[src/rtl/calc1_req_driver.sv]
// Per-port request sequencer for one calc1 requester port: buffers whole operations,
// serialises them into the two-cycle calc1 request protocol and returns tagged results.
module calc1_req_driver #(
  parameter int FIFO_DEPTH = 4,
  parameter int TAG_W      = 4,
  parameter int TIMEOUT    = 64
) (
  input  logic             c_clk,
  input  logic             reset,
  input  logic             in_valid,
  output logic             in_ready,
  input  logic [0:3]       in_cmd,
  input  logic [0:31]      in_op1,
  input  logic [0:31]      in_op2,
  input  logic [0:TAG_W-1] in_tag,
  output logic [0:3]       req_cmd_out,
  output logic [0:31]      req_data_out,
  input  logic [0:1]       calc_resp,
  input  logic [0:31]      calc_data,
  output logic             rsp_valid,
  input  logic             rsp_ready,
  output logic [0:1]       rsp_resp,
  output logic [0:31]      rsp_data,
  output logic [0:TAG_W-1] rsp_tag,
  output logic             rsp_timeout,
  output logic             busy,
  output logic             err_unexpected
);
  localparam int PTR_W = $clog2(FIFO_DEPTH);
  localparam int CNT_W = $clog2(TIMEOUT);

  typedef enum logic [2:0] {S_IDLE, S_ISSUE1, S_ISSUE2, S_WAIT, S_RESP} state_t;

  logic [0:3]       mem_cmd [FIFO_DEPTH];
  logic [0:31]      mem_op1 [FIFO_DEPTH];
  logic [0:31]      mem_op2 [FIFO_DEPTH];
  logic [0:TAG_W-1] mem_tag [FIFO_DEPTH];

  logic [PTR_W-1:0] wr_ptr_q, wr_ptr_d, rd_ptr_q, rd_ptr_d;
  logic [PTR_W:0]   count_q, count_d;
  state_t           state_q, state_d;
  logic [CNT_W-1:0] cnt_q, cnt_d;
  logic [0:31]      op2_q, op2_d;
  logic [0:TAG_W-1] tag_q, tag_d;
  logic [0:3]       req_cmd_q, req_cmd_d;
  logic [0:31]      req_data_q, req_data_d;
  logic [0:1]       rsp_resp_q, rsp_resp_d;
  logic [0:31]      rsp_data_q, rsp_data_d;
  logic [0:TAG_W-1] rsp_tag_q, rsp_tag_d;
  logic             rsp_timeout_q, rsp_timeout_d;
  logic             err_q, err_d;
  logic             full, push, pop;

  // Both interfaces use valid/ready: a transfer happens on a rising edge where valid
  // and ready are both high; valid and its payload stay stable until that edge.
  assign full = (count_q == (PTR_W + 1)'(FIFO_DEPTH));
  assign push = in_valid && !full;
  assign pop  = (state_q == S_IDLE) && (count_q != '0);

  always_ff @(posedge c_clk) begin
    if (push) begin
      mem_cmd[wr_ptr_q] <= in_cmd;
      mem_op1[wr_ptr_q] <= in_op1;
      mem_op2[wr_ptr_q] <= in_op2;
      mem_tag[wr_ptr_q] <= in_tag;
    end
  end

  always_comb begin
    wr_ptr_d = wr_ptr_q;
    rd_ptr_d = rd_ptr_q;
    count_d  = count_q;
    if (push) wr_ptr_d = wr_ptr_q + PTR_W'(1);
    if (pop)  rd_ptr_d = rd_ptr_q + PTR_W'(1);
    case ({push, pop})
      2'b10:   count_d = count_q + (PTR_W + 1)'(1);
      2'b01:   count_d = count_q - (PTR_W + 1)'(1);
      default: count_d = count_q;
    endcase
  end

  always_comb begin
    state_d       = state_q;
    cnt_d         = cnt_q;
    op2_d         = op2_q;
    tag_d         = tag_q;
    req_cmd_d     = req_cmd_q;
    req_data_d    = req_data_q;
    rsp_resp_d    = rsp_resp_q;
    rsp_data_d    = rsp_data_q;
    rsp_tag_d     = rsp_tag_q;
    rsp_timeout_d = rsp_timeout_q;
    err_d         = err_q | ((calc_resp != 2'b00) && (state_q != S_WAIT));
    case (state_q)
      S_IDLE: begin
        if (pop) begin
          op2_d = mem_op2[rd_ptr_q];
          tag_d = mem_tag[rd_ptr_q];
          if (mem_cmd[rd_ptr_q] != 4'd0) begin
            req_cmd_d  = mem_cmd[rd_ptr_q];
            req_data_d = mem_op1[rd_ptr_q];
            state_d    = S_ISSUE1;
          end else begin
            // A no-op command is answered locally and never reaches calc1.
            rsp_resp_d    = 2'b00;
            rsp_data_d    = '0;
            rsp_tag_d     = mem_tag[rd_ptr_q];
            rsp_timeout_d = 1'b0;
            state_d       = S_RESP;
          end
        end
      end
      S_ISSUE1: begin
        req_cmd_d  = 4'd0;
        req_data_d = op2_q;
        state_d    = S_ISSUE2;
      end
      S_ISSUE2: begin
        req_cmd_d  = 4'd0;
        req_data_d = '0;
        cnt_d      = '0;
        state_d    = S_WAIT;
      end
      S_WAIT: begin
        if (calc_resp != 2'b00) begin
          rsp_resp_d    = calc_resp;
          rsp_data_d    = calc_data;
          rsp_tag_d     = tag_q;
          rsp_timeout_d = 1'b0;
          state_d       = S_RESP;
        end else if (cnt_q == CNT_W'(TIMEOUT - 1)) begin
          rsp_resp_d    = 2'b00;
          rsp_data_d    = '0;
          rsp_tag_d     = tag_q;
          rsp_timeout_d = 1'b1;
          state_d       = S_RESP;
        end else begin
          cnt_d = cnt_q + CNT_W'(1);
        end
      end
      S_RESP: begin
        if (rsp_ready) state_d = S_IDLE;
      end
      default: state_d = S_IDLE;
    endcase
  end

  always_ff @(posedge c_clk or negedge reset) begin
    if (!reset) begin
      wr_ptr_q      <= '0;
      rd_ptr_q      <= '0;
      count_q       <= '0;
      state_q       <= S_IDLE;
      cnt_q         <= '0;
      op2_q         <= '0;
      tag_q         <= '0;
      req_cmd_q     <= '0;
      req_data_q    <= '0;
      rsp_resp_q    <= '0;
      rsp_data_q    <= '0;
      rsp_tag_q     <= '0;
      rsp_timeout_q <= 1'b0;
      err_q         <= 1'b0;
    end else begin
      wr_ptr_q      <= wr_ptr_d;
      rd_ptr_q      <= rd_ptr_d;
      count_q       <= count_d;
      state_q       <= state_d;
      cnt_q         <= cnt_d;
      op2_q         <= op2_d;
      tag_q         <= tag_d;
      req_cmd_q     <= req_cmd_d;
      req_data_q    <= req_data_d;
      rsp_resp_q    <= rsp_resp_d;
      rsp_data_q    <= rsp_data_d;
      rsp_tag_q     <= rsp_tag_d;
      rsp_timeout_q <= rsp_timeout_d;
      err_q         <= err_d;
    end
  end

  assign in_ready       = !full;
  assign req_cmd_out    = req_cmd_q;
  assign req_data_out   = req_data_q;
  assign rsp_valid      = (state_q == S_RESP);
  assign rsp_resp       = rsp_resp_q;
  assign rsp_data       = rsp_data_q;
  assign rsp_tag        = rsp_tag_q;
  assign rsp_timeout    = rsp_timeout_q;
  assign busy           = (state_q != S_IDLE) || (count_q != '0);
  assign err_unexpected = err_q;
endmodule

[config.mk]
export PLATFORM = sky130hd
export DESIGN_NAME = calc1_req_driver
export DESIGN_NICKNAME = d
export VERILOG_FILES = /design/src/rtl/calc1_req_driver.sv
export SDC_FILE = /design/constraint.sdc
export NUM_CORES = 1
export LEC_CHECK = 0
export CAP_MARGIN = 20
export CORE_MARGIN = 4
export CORE_UTILIZATION = 55
export DETAILED_ROUTE_END_ITERATION = 10
export PLACE_DENSITY_LB_ADDON = 0.05
export SYNTH_ARGS = -nofsm -noshare
export SYNTH_HDL_FRONTEND = slang
export SYNTH_SLANG_ARGS = --single-unit
[constraint.sdc]
create_clock -name c_clk -period 3.3 [get_ports c_clk]
set_input_delay 0.495 -clock c_clk [delete_from_list [all_inputs] [get_ports c_clk]]
set_output_delay 0.495 -clock c_clk [all_outputs]
set_load 0.02 [all_outputs]
* After elaboration in Yosys (flattened, before gate mapping)
Memory sizes are Yosys's and may differ from the RTL's. A register that Yosys moved wholly into a read port is not among the register bits. Cells that the tools add are included. Widths: inputs -> output; s select.
Storage, ports and cells: memory bits (writable) 288, memories kept 4, logic and storage cells 100, bits of input ports 110, flip-flop bits (word level) 96
Operators by class: reductions and logical operators 23, eq/ne operators 16, bitwise operators 1, add/subtract/negate cells 5, muxes and demuxes 38
Memory list:
- mem_op1 | words 4, width 32, read ports 1, clocked after Yosys merged registers in 0, write ports 1, RTL line 35 | logic [0:31] mem_op1 [FIFO_DEPTH];
- mem_op2 | words 4, width 32, read ports 1, clocked after Yosys merged registers in 1, write ports 1, RTL line 36 | logic [0:31] mem_op2 [FIFO_DEPTH];
- mem_cmd | words 4, width 4, read ports 1, clocked after Yosys merged registers in 0, write ports 1, RTL line 34 | logic [0:3] mem_cmd [FIFO_DEPTH];
- mem_tag | words 4, width 4, read ports 1, clocked after Yosys merged registers in 0, write ports 1, RTL line 37 | logic [0:TAG_W-1] mem_tag [FIFO_DEPTH];
Operators by type and width (number):
- $mux 32 | 6
- $pmux 32 s3 | 1
- $pmux 32 s2 | 1
- $mux 4 | 6
- $pmux 4 s2 | 2
- $mux 3 | 5
- $pmux 3 s5 | 1
- $mux 6 | 2
- $pmux 6 s2 | 1
- $reduce_and 3->1 | 4
- $reduce_bool 2->1 | 5
- $reduce_bool 3->1 | 3
- $mux 2 | 4
- $ne 2x2->1 const B | 4
- $add 6x1->6 const B | 1
- $eq 3x2->1 const B | 2
- $eq 3x3->1 const B | 2
- $eq 6x6->1 const B | 1
- $mux 1 | 6
- $pmux 3 s2 | 1
- $add 2x1->2 const B | 2
- $ne 2x1->1 const B | 2
- $pmux 2 s2 | 1
- $reduce_and 4->1 | 1
- other kinds (16) | 19

* Logic depth before layout (Yosys ltp)
depth after elaboration 5, depth in mapped cells 11

* Least setup slack after synthesis
Ideal clock, no wire load.
kind flip-flop to flip-flop, start point register count_q[0], end point memory mem_cmd[0][0] in the netlist's numbering (enable), data arrival time 2487 ps, period minus slack after synthesis 2925 ps, slack 375 ps, stages on the path, launching flop included 4, cells stage by stage dfrtp_1 -> inv_1 -> nand3_1 -> and3_1
On the way: word-level cells in the longest chain between the ends 5
Ends and longest elaborated chain:
- from (decl) | RTL line 40 | logic [PTR_W:0] count_q, count_d;
- from (signal assigned) | RTL line 167 | count_q <= count_d;
- $eq 3x3->1 | RTL line 56 | assign full = (count_q == (PTR_W + 1)'(FIFO_DEPTH));
- $logic_not 1->1
- via in_ready | RTL line 11 | output logic in_ready,
- $logic_and 1x1->1 | RTL line 57 | assign push = in_valid && !full;
- $mux 1 | RTL line 61 | if (push) begin
- $mux 1 (not written as such) | RTL line 62 | mem_cmd[wr_ptr_q] <= in_cmd;
- to (decl) | RTL line 34
The timed path passes the listed nets, and every way through them passes these cells.

* Final worst setup path
start point register count_q[0], end point output busy
On the way: word-level cells in the longest chain between the ends 2
Ends and longest elaborated chain:
- $reduce_bool 3->1 | RTL line 190 | assign busy = (state_q != S_IDLE) || (count_q != '0);
- $logic_or 1x1->1 | RTL line 190
- to (decl) | RTL line 26 | output logic busy,
Every way passes these cells.

==> results.yml <==
logic_synthesis:
  synth.area.top_cells: "edfxtp_1, dfrtp_1, mux4_2"
  yosysTopAreaCell: "edfxtp_1"
  synth_seq_cells: 416
  synth-edff-count: 288
  synth_cells: 806
  ys.warnings.count: 0
  synth-main-ff-cell: "edfxtp_1"
  synth_cell_types: 43
  synth_area_per_cell_um2: 19.34
  syn_area_um2: 15590
  synth_nets: 923
  synth.top_cell.area_share_pct: 55.49
  yosysSeqAreaShare_pct: 76.04
  async_flop_share_pct: 30.77
floorplan:
  rows: 61
  die_w_um: 176.3
  io_pins: 189
  start_util_pct: 55.95
  design.core.area_um2: 27860
  die_y_um: 176.3
  die_area_um2: 31100
power_and_ir_drop:
  power_density_nw_per_um2: 973.6
  leakage_nw: 7.035
  ir_drop_v: 0.0007078
timing:
  rsz0062_at_grt: "false"
  hold_viol_final: 0
  finalSetupViolations: 0
  period_share_pct: 86.63
  tightest_slew_ns: 1.096
  maxSlewViolCount: 0
  slew_headroom_pct: 26.96
  post-route-min-period_ns: 2.859
  skew_ns: 0.01132
  max_freq_ghz: 0.3498
  fin_tns_setup_ns: 0
setup_path:
  crit_chain: "nor3_1 -> nand2_1 -> clkdlybuf4s50_1"
  critical_path_peak_fanout: 4
  end_kind: "output port"
  critPathTopFamily: "simple AND/OR/NAND/NOR gates"
  critical_path_class: "register to output port"
  critPathBufInv: 1
  start_kind: "register"
  critPathRequiredTime_ns: 2.80
  cpPeakStageDelay_ns: 0.60
  arrival_ns: 2.36
  cp_slowest_cell: "clkdlybuf4s50_1"
clock_tree:
  clock-root-buffer: "clkbuf_16"
  cts_resized: 0
  insertion_delay_ns: 0.53
  post_cts_buffers: 0
  cts_buffers: 43
  cts_tree: "yes"
  h-tree-depth: 2
  cts_max_path_buffers: 3
  hold_buffers: 1
  clk_pin_slew_ns: 0.06
  cts_sinks: 416
placed_design:
  port_buffers: 188
  hpwlAfterDp_um: 20720
  place_congestion: 0.7931
layout:
  utilization_pct: 69.93
  area_growth_pct: 24.99
  multi_input_area_um2: 3563
  drive_gt1_share_pct: 20.21
  register_area_um2: 11860
  fin_nets: 1138
  fill_cells: 1793
outcome:
  status: "finished, final reports clean"
global_route:
  grt_overflow: 0
  track_usage_pct: 21.84
  antenna_found_initial: 3
  grt_max_degree: 59
  grt_pass1_wl_um: 51970
  grt_pass1_vias: 8895
min_path:
  worstHoldPathType: "register to register"
drt:
  drtIter0Drc: 562
  wl_per_cell_um: 23.37
  via_per_inst: 5.772
  postRouteAntennaNets: 0
  drcViolationCount: 0
  wl_um: 33490
  vias: 8271
  firstDrtPassIters: 5
flow_run:
  maxCapViolations: 0
synth_stat cells, drive strengths merged, types with 2 or more instances:
cell type	number
nand2b	2
ha	6
nand3	3
xor2	8
nor3	2
edfxtp	288
clkbuf	21
mux4	72
xnor2	3
a22o	34
a21oi	6
mux2i	5
and2	3
a22oi	32
nor2	10
dfrtp	128
buf	22
mux2	36
nand2	55
and3	5
a31oi	5
o21ai	39
inv	6
nand4	2
metal layers:
layer / up-vias / GRT usage [%] / wire length [um]
met5: - / 0 / 29
met4: 4 / 5.964 / 663
met3: 51 / 4.540 / 2006
met2: 269 / 36.46 / 16820
met1: 4298 / 29.89 / 13960
li1: 3649 / - / -
cell usage in the layout (no fill, tap or decap), types with 4 or more instances in the layout:
cell type,Yosys,final
a22oi_1,32,32
clkbuf_8,0,8
clkinv_1,0,7
dfrtp_1,128,126
and3_4,0,4
a22o_1,34,34
mux2i_1,5,5
clkdlybuf4s50_1,0,187
buf_4,1,16
nand2_1,53,53
xor2_1,8,8
buf_12,0,7
o21ai_0,32,32
edfxtp_1,288,288
clkinvlp_4,0,4
a31oi_1,5,5
clkinv_2,0,7
mux2_2,36,36
nor2_1,10,8
ha_1,6,6
clkbuf_1,21,6
o21ai_1,7,7
mux4_2,72,72
inv_1,6,6
clkbuf_16,0,45
a21oi_1,6,6
flip-flops by register name (all words and copies together), names as in the netlist, 3 cells and up:
register and cells:
req_data_out 32, req_cmd_out 4, op2_q 32, count_q 3, state_q 3, tag_q 4
mem_cmd 16, mem_op1 128, cnt_q 6, rsp_data 32, mem_tag 16, mem_op2 128
rsp_tag 4
report_power, final:
group	switching [mW]	internal, mW
logic	3.49	3.03
clock network	1.90	2.74
registers	0.663	7.14
total	6.05	12.9
cell type report:
class | count | area share, %
Tap cell | 378 | 2.428
Sequential cell | 416 | 60.87
Multi-Input combinational cell | 341 | 18.29
Clock inverter | 19 | 0.6230
Inverter | 6 | 0.1156
Timing Repair Buffer | 213 | 11.19
Clock buffer | 59 | 6.461
Antenna cell | 1 | 0.01285
kinds of logic (layout without fill, tap and decap cells):
logic type | after synthesis | in the layout | share of synthesized area (%)
fa+ha+maj | 7 | 7 | 0.6101
mux | 113 | 113 | 13.33
other cells | 0 | 1 | 0
xor+xnor | 11 | 11 | 0.6182
simple gates | 89 | 89 | 2.633
flops | 416 | 416 | 76.04
buf+inv | 49 | 297 | 1.341
compound gates | 121 | 121 | 5.435
per-stage QoR:
step                instances  setup slack (ns)  power (mW)  hold slack (ns)  instance area [um^2]
CTS                      1431            0.4446       19.11           0.4609                 19450
floorplan                 806            0.3749       11.92           0.1994                 15590
global placement         1352            0.7629       14.19           0.4445                 18060
finish                   1433            0.4414       18.97           0.4563                 19480
detailed placement       1352            0.7047       14.45           0.4480                 18060
global route             1433            0.3408       19.97           0.4709                 19480
worst paths after layout:
path	startpoint	to	slack, ns	cells past startpoint
max in group asynchronous	reset	req_data_out[11]	2.02	3
min in group asynchronous	reset	op2_q[4]	0.52	2
worst min-delay path	err_unexpected	err_unexpected	0.46	1
worst max-delay path	count_q[0]	busy	0.44	3
worst max register to register	rd_ptr_q[0]	req_data_out[21]	0.72	5
worst min register to register	err_unexpected	err_unexpected	0.46	1
(Power assumes the default switching activity.)
